[src/rtl/bias_add_15_if.sv]
// rtl/bias_add_15_if.sv - bias/accumulator/output stream bundle for bias_add_15
interface bias_add_15_if #(
    parameter int ACC_W   = 32,
    parameter int COEFF_W = 16,
    parameter int OUT_W   = 16
);
    logic [COEFF_W-1:0] bias_V_dout;
    logic               bias_V_empty_n;
    logic               bias_V_read;
    logic [ACC_W-1:0]   acc_V_dout;
    logic               acc_V_empty_n;
    logic               acc_V_read;
    logic [OUT_W-1:0]   output_V_din;
    logic               output_V_full_n;
    logic               output_V_write;
    logic               frame_done;

    modport master (
        output bias_V_dout, bias_V_empty_n,
        output acc_V_dout, acc_V_empty_n,
        output output_V_full_n,
        input  bias_V_read, acc_V_read,
        input  output_V_din, output_V_write, frame_done
    );

    modport slave (
        input  bias_V_dout, bias_V_empty_n,
        input  acc_V_dout, acc_V_empty_n,
        input  output_V_full_n,
        output bias_V_read, acc_V_read,
        output output_V_din, output_V_write, frame_done
    );
endinterface

[src/rtl/bias_add_15.sv]
// rtl/bias_add_15.sv - per-channel bias add, arithmetic shift and saturation stage
// Optional feature: define BIAS_ADD_RELU_EN to clamp negative results to zero.
module bias_add_15 #(
    parameter int ACC_W      = 32,
    parameter int COEFF_W    = 16,
    parameter int OUT_W      = 16,
    parameter int FRAC_SHIFT = 8,
    parameter int N_CH       = 16,
    parameter int N_PIX      = 64
) (
    input logic         ap_clk,
    input logic         ap_rst,
    bias_add_15_if.slave bus
);
    localparam int PIX_W = (N_PIX > 1) ? $clog2(N_PIX) : 1;
    localparam int CH_W  = (N_CH > 1) ? $clog2(N_CH) : 1;
    localparam logic [PIX_W-1:0] PIX_LAST = PIX_W'(N_PIX - 1);
    localparam logic [CH_W-1:0]  CH_LAST  = CH_W'(N_CH - 1);
    localparam logic signed [ACC_W:0] SAT_MAX =
        {{(ACC_W + 2 - OUT_W){1'b0}}, {(OUT_W - 1){1'b1}}};
    localparam logic signed [ACC_W:0] SAT_MIN =
        {{(ACC_W + 2 - OUT_W){1'b1}}, {(OUT_W - 1){1'b0}}};
    localparam logic [OUT_W-1:0] OUT_MAX = {1'b0, {(OUT_W - 1){1'b1}}};
    localparam logic [OUT_W-1:0] OUT_MIN = {1'b1, {(OUT_W - 1){1'b0}}};

    typedef enum logic [0:0] {
        LOAD_BIAS = 1'b0,
        RUN       = 1'b1
    } state_t;

    state_t             state_q, state_d;
    logic [COEFF_W-1:0] bias_q, bias_d;
    logic [PIX_W-1:0]   pix_q, pix_d;
    logic [CH_W-1:0]    ch_q, ch_d;
    logic [OUT_W-1:0]   out_q, out_d;
    logic               out_valid_q, out_valid_d;
    logic               last_q, last_d;

    logic               bias_rd;
    logic               acc_rd;
    logic               wr_accept;

    logic signed [ACC_W:0] sum;
    logic signed [ACC_W:0] shifted;
    logic [OUT_W-1:0]      result;

    // Both operands are widened by one bit so the add itself can never overflow.
    always_comb begin
        sum     = $signed({bus.acc_V_dout[ACC_W-1], bus.acc_V_dout})
                + $signed({{(ACC_W + 1 - COEFF_W){bias_q[COEFF_W-1]}}, bias_q});
        shifted = sum >>> FRAC_SHIFT;
        if (shifted > SAT_MAX) begin
            result = OUT_MAX;
        end else if (shifted < SAT_MIN) begin
            result = OUT_MIN;
        end else begin
            result = shifted[OUT_W-1:0];
        end
`ifdef BIAS_ADD_RELU_EN
        if (result[OUT_W-1]) begin
            result = '0;
        end
`endif
    end

    always_comb begin
        state_d     = state_q;
        bias_d      = bias_q;
        pix_d       = pix_q;
        ch_d        = ch_q;
        out_d       = out_q;
        out_valid_d = out_valid_q;
        last_d      = last_q;
        bias_rd     = 1'b0;
        acc_rd      = 1'b0;
        wr_accept   = out_valid_q & bus.output_V_full_n;

        if (wr_accept) begin
            out_valid_d = 1'b0;
        end

        // Strobes are held low while reset is asserted, even though the state already reads LOAD_BIAS.
        if (!ap_rst) begin
            case (state_q)
                LOAD_BIAS: begin
                    bias_rd = bus.bias_V_empty_n;
                    if (bias_rd) begin
                        bias_d  = bus.bias_V_dout;
                        pix_d   = '0;
                        state_d = RUN;
                    end
                end
                RUN: begin
                    acc_rd = bus.acc_V_empty_n & (~out_valid_q | bus.output_V_full_n);
                    if (acc_rd) begin
                        out_d       = result;
                        out_valid_d = 1'b1;
                        last_d      = (pix_q == PIX_LAST) && (ch_q == CH_LAST);
                        if (pix_q == PIX_LAST) begin
                            pix_d   = '0;
                            state_d = LOAD_BIAS;
                            ch_d    = (ch_q == CH_LAST) ? '0 : ch_q + 1'b1;
                        end else begin
                            pix_d = pix_q + 1'b1;
                        end
                    end
                end
                default: state_d = LOAD_BIAS;
            endcase
        end
    end

    always_ff @(posedge ap_clk or posedge ap_rst) begin
        if (ap_rst) begin
            state_q     <= LOAD_BIAS;
            bias_q      <= '0;
            pix_q       <= '0;
            ch_q        <= '0;
            out_q       <= '0;
            out_valid_q <= 1'b0;
            last_q      <= 1'b0;
        end else begin
            state_q     <= state_d;
            bias_q      <= bias_d;
            pix_q       <= pix_d;
            ch_q        <= ch_d;
            out_q       <= out_d;
            out_valid_q <= out_valid_d;
            last_q      <= last_d;
        end
    end

    assign bus.bias_V_read    = bias_rd;
    assign bus.acc_V_read     = acc_rd;
    assign bus.output_V_din   = out_q;
    assign bus.output_V_write = out_valid_q;
    assign bus.frame_done     = wr_accept & last_q;
endmodule

[src/flat_wrapper.sv]
// flat-port wrapper written by rule: the top's interface ports become plain ports
module bias_add_15_flat 
#(
    parameter int ACC_W      = 32,
    parameter int COEFF_W    = 16,
    parameter int OUT_W      = 16,
    parameter int FRAC_SHIFT = 8,
    parameter int N_CH       = 16,
    parameter int N_PIX      = 64
)
  (ap_clk, ap_rst, bus_bias_V_dout, bus_bias_V_empty_n, bus_acc_V_dout, bus_acc_V_empty_n, bus_output_V_full_n, bus_bias_V_read, bus_acc_V_read, bus_output_V_din, bus_output_V_write, bus_frame_done);
  bias_add_15_if #(.ACC_W(ACC_W), .COEFF_W(COEFF_W), .OUT_W(OUT_W)) bus_i ();
  input logic ap_clk;
  input logic ap_rst;
  input wire logic [$bits(bus_i.bias_V_dout)-1:0] bus_bias_V_dout;
  input wire logic [$bits(bus_i.bias_V_empty_n)-1:0] bus_bias_V_empty_n;
  input wire logic [$bits(bus_i.acc_V_dout)-1:0] bus_acc_V_dout;
  input wire logic [$bits(bus_i.acc_V_empty_n)-1:0] bus_acc_V_empty_n;
  input wire logic [$bits(bus_i.output_V_full_n)-1:0] bus_output_V_full_n;
  output wire logic [$bits(bus_i.bias_V_read)-1:0] bus_bias_V_read;
  output wire logic [$bits(bus_i.acc_V_read)-1:0] bus_acc_V_read;
  output wire logic [$bits(bus_i.output_V_din)-1:0] bus_output_V_din;
  output wire logic [$bits(bus_i.output_V_write)-1:0] bus_output_V_write;
  output wire logic [$bits(bus_i.frame_done)-1:0] bus_frame_done;
  assign bus_i.bias_V_dout = bus_bias_V_dout;
  assign bus_i.bias_V_empty_n = bus_bias_V_empty_n;
  assign bus_i.acc_V_dout = bus_acc_V_dout;
  assign bus_i.acc_V_empty_n = bus_acc_V_empty_n;
  assign bus_i.output_V_full_n = bus_output_V_full_n;
  assign bus_bias_V_read = bus_i.bias_V_read;
  assign bus_acc_V_read = bus_i.acc_V_read;
  assign bus_output_V_din = bus_i.output_V_din;
  assign bus_output_V_write = bus_i.output_V_write;
  assign bus_frame_done = bus_i.frame_done;
  bias_add_15 #(.ACC_W(ACC_W), .COEFF_W(COEFF_W), .OUT_W(OUT_W), .FRAC_SHIFT(FRAC_SHIFT), .N_CH(N_CH), .N_PIX(N_PIX)) u_core (.ap_clk(ap_clk), .ap_rst(ap_rst), .bus(bus_i));
endmodule
[config.mk]
export PLATFORM = sky130hd
export DESIGN_NAME = bias_add_15_flat
export DESIGN_NICKNAME = d
export VERILOG_FILES = /design/src/rtl/bias_add_15_if.sv /design/src/rtl/bias_add_15.sv /design/src/flat_wrapper.sv
export SDC_FILE = /design/constraint.sdc
export NUM_CORES = 1
export LEC_CHECK = 0
export CAP_MARGIN = 30
export CORE_ASPECT_RATIO = 1.1
export CORE_UTILIZATION = 55
export DETAILED_ROUTE_END_ITERATION = 7
export HOLD_SLACK_MARGIN = 0.12
export MAX_ROUTING_LAYER = met4
export PLACE_DENSITY = 0.93
export SLEW_MARGIN = 40
export SYNTH_ARGS = -nofsm -noshare
export SYNTH_HDL_FRONTEND = slang
export SYNTH_SLANG_ARGS = --single-unit
[constraint.sdc]
create_clock -name ap_clk -period 8.5 [get_ports ap_clk]
set_clock_uncertainty 0.05 [all_clocks]
set_input_delay 0.85 -clock ap_clk [delete_from_list [all_inputs] [get_ports ap_clk]]
set_output_delay 0.85 -clock ap_clk [all_outputs]
set_load 0.02 [all_outputs]
==> flow_summary.toml <==
[status]
status = "complete, no violations"

[critical_path]
critical_path_arrival_ns = 4.42
crit_type = "in2reg"
required_ns = 8.64
crit_chain = "clkdlybuf4s50_1, ha_1, a21oi_1, o211ai_1, a211oi_2, a21oi_1, or4_4, a41oi_1, a21o_1, o41ai_4, a22o_1"
startpoint_type = "primary input"
cp-end-kind = "flip-flop"
max_stage_delay_ns = 0.51
crit_top_cell = "a21oi_1"
crit_fanout = 17
slowest_stage = "or4_4"

[synth]
synth-xor-area-share_pct = 4.25
synth-async-reset-ratio_pct = 100
synth_compound_area_share_pct = 24.9
ys_seq_elements = 45
synth_edf_count = 0
synthSimpleGateAreaFrac_pct = 19.7
postSynthCellCount = 452
synth.distinct_cells = 59
syn_area_per_cell_um2 = 8.67
synth_top_family_by_area = "compound AO/OA/AOI/OAI gates"
synthMuxAreaShare_pct = 7.28
synthAdderAreaFrac_pct = 10.5
synth_area_um2 = 3920
yosys_warnings = 0
synth_nets = 538
ys_seq_area_share_pct = 28.7
synth_ff_type = "dfrtp_1"

[layout]
stdcell_area_um2 = 4740
fill_cells = 530
antenna_cells = 0
final_nets = 601
regArea_um2 = 1130
multi_input_area_um2 = 2620
drive_above_1_share_pct = 9.69
area_growth_pct = 21.1
instances_no_fill = 598

[floorplanning]
coreArea_um2 = 6750
dieArea_um2 = 7460
die_w_um = 82.5
std_cell_rows = 31
start_util_pct = 58.0
ios = 73
die_h_um = 90.5

[route]
drt-total-wl_um = 10000
route.detailed.drc = 0
dr.pass1.iters = 5
vias = 3782
wire_per_inst_um = 16.8
drt.antenna.violating_nets = 0
drtIter0Drc = 240
routed_via_density = 6.32

[clock_tree]
cts-htree-levels = 2
path_clk_slew_ns = 0.08
clkSinkCount = 45
clock_path_buffers = 2
postCtsSetupRepairBufs = 0
cts_buffers = 5
cts_tree = "yes"
cts_resized = 0
cts_root_buf = "clkbuf_8"
cts_hold_buf = 0
clk_latency_ns = 0.31

[grt]
antenna_found_initial = 0
grt_max_degree = 48
gr-total-overflow = 0
grt_pass1_vias = 3694
grtUsageTotal_pct = 30.1
grt_first_pass_wirelength_um = 16900

[hold_path]
min_path_type = "reg2reg"

[place]
gp_congestion = 0.951
dp.cells = 590
io_buffers = 72
dpl.hpwl_um = 7840
post_dp_cell_area_um2 = 4630

[timing]
period_share_pct = 50.3
slew_headroom_pct = 47.6
final_max_slew_viol_count = 0
worstMarginPinSlew_ns = 0.784
hold_violations = 0
min_period_ns = 4.27
rsz0062_at_grt = "false"
tns_ns = 0
max_freq_ghz = 0.234
setup_viol = 0

[run]
cap_violations = 0

[power_and_ir_drop]
leakage_nw = 2.10
power.density_nw_per_um2 = 238
ir_drop_mv = 0.198
[logic make-up after synthesis]
logic type | Yosys count
AND/OR/NAND/NOR | 162
AO/OA/AOI/OAI | 137
XOR/XNOR | 19
flip-flops | 45
adder cells (fa/ha/maj) | 33
buffers and inverters | 30
multiplexers | 26
[power breakdown]
part | total, mW | switching [mW] | internal (mW)
registers | 0.317 | 0.0441 | 0.273
logic | 0.645 | 0.359 | 0.286
clock network | 0.165 | 0.0764 | 0.0883
[sequential cells by signal (all words and copies together) (netlist names)]
| name | cells |
|---|---|
| u_core.bias_q | 16 |
| u_core.ch_q | 4 |
| u_core.pix_q | 6 |
| u_core.bus.output_V_din | 16 |
| u_core.bus.output_V_write | 1 |
| u_core.state_q | 1 |
| u_core.last_q | 1 |
[per-stage QoR]
step	utilization (%)	hold slack, ns	worst slack, ns	power [mW]
6_report	70.3	0.441	4.23	1.13
4_1_cts	70.3	0.442	4.25	1.12
3_3_place_gp	68.6	0.415	3.94	0.932
2_1_floorplan	-	0.392	4.62	0.764
3_5_place_dp	68.6	0.429	3.96	0.955
5_1_grt	70.3	0.459	4.02	1.21
[metal layers]
metal | vias up | routed length, um | track usage, %
met5 | - | 0 | -
met4 | 0 | 331 | 12.0
met3 | 28 | 507 | 4.24
met2 | 140 | 4810 | 45.9
met1 | 1801 | 4370 | 39.7
li1 | 1813 | - | -
[Yosys cell counts, types with 2 or more instances]
library cell  instances  area [um2]
o21a_1                2        15.0
mux2_2               20         225
and2_1                4        25.0
a21oi_2               3        26.3
a22o_1               19         166
o31ai_1               2        15.0
nor2_1               26        97.6
a211o_1               2        17.5
a21o_2                2        17.5
a21oi_1              41         205
xor2_1                6        52.6
buf_6                 6        67.6
xnor2_1              13         114
clkbuf_1              8        30.0
a211oi_1              8        60.1
buf_4                 2        15.0
o22ai_1               4        25.0
or2_2                 2        12.5
and3_2                2        15.0
ha_1                 33         413
o221ai_1              2        17.5
dfrtp_1              45        1130
a22oi_2               2        25.0
nor3b_1               2        15.0
a41oi_1               3        26.3
nand2b_1              3        18.8
nor4_1                3        18.8
mux2i_1               6        60.1
a21o_1                7        52.6
and3_1                5        31.3
nand2_1              71         267
inv_1                11        41.3
o21bai_1              3        22.5
nand4_1              12        75.1
nand3_1              16        80.1
o21ai_1               2        10.0
o211ai_1              3        22.5
nor3_1                7        35.0
buf_2                 2        10.0
a31oi_1               2        12.5
o21ai_0              22         110
[placed cells by master, fill, tap and decap left out, drive strengths merged, types with 4 or more instances in the layout]
| cell | n |
|---|---|
| ha | 33 |
| nand3 | 16 |
| nand4 | 12 |
| xnor2 | 13 |
| clkdlybuf4s50 | 72 |
| mux2 | 20 |
| o21ai | 24 |
| dfrtp | 45 |
| nor2 | 26 |
| and3 | 8 |
| nor3 | 7 |
| a211oi | 9 |
| a21o | 9 |
| nand2 | 71 |
| clkbuf | 6 |
| a21oi | 44 |
| a22o | 19 |
| mux2i | 6 |
| nor4 | 4 |
| xor2 | 6 |
| and2 | 5 |
| inv | 10 |
| o22ai | 4 |
[worst max-delay path: cells and delay by family]
family,cells,cell delay (ns)
adder cells (fa/ha/maj),1,0.39
AO/OA/AOI/OAI,8,2.23
buffers and inverters,1,0.41
AND/OR/NAND/NOR,1,0.51
[final cells by class]
cell class / instances / share of cell area, %
Clock buffer: 6 / 1.53
Clock inverter: 2 / 0.818
Inverter: 11 / 0.870
Multi-Input combinational cell: 377 / 55.2
Sequential cell: 45 / 23.7
Tap cell: 82 / 2.16
Timing Repair Buffer: 75 / 15.7
[final timing paths]
kind / from / to / slack, ns / cells after the start
hold reg to reg: u_core.ch_q[3] / u_core.ch_q[3] / 0.44 / 1
max in group asynchronous: ap_rst / u_core.bus.output_V_din[14] / 7.00 / 3
hold / removal: u_core.ch_q[3] / u_core.ch_q[3] / 0.44 / 1
setup reg to reg: u_core.bias_q[15] / u_core.bus.output_V_din[7] / 4.42 / 10
min in group asynchronous: ap_rst / u_core.last_q / 1.00 / 3
setup / recovery: bus_acc_V_dout[13] / u_core.bus.output_V_din[7] / 4.23 / 11
(Power assumes the default switching activity.)
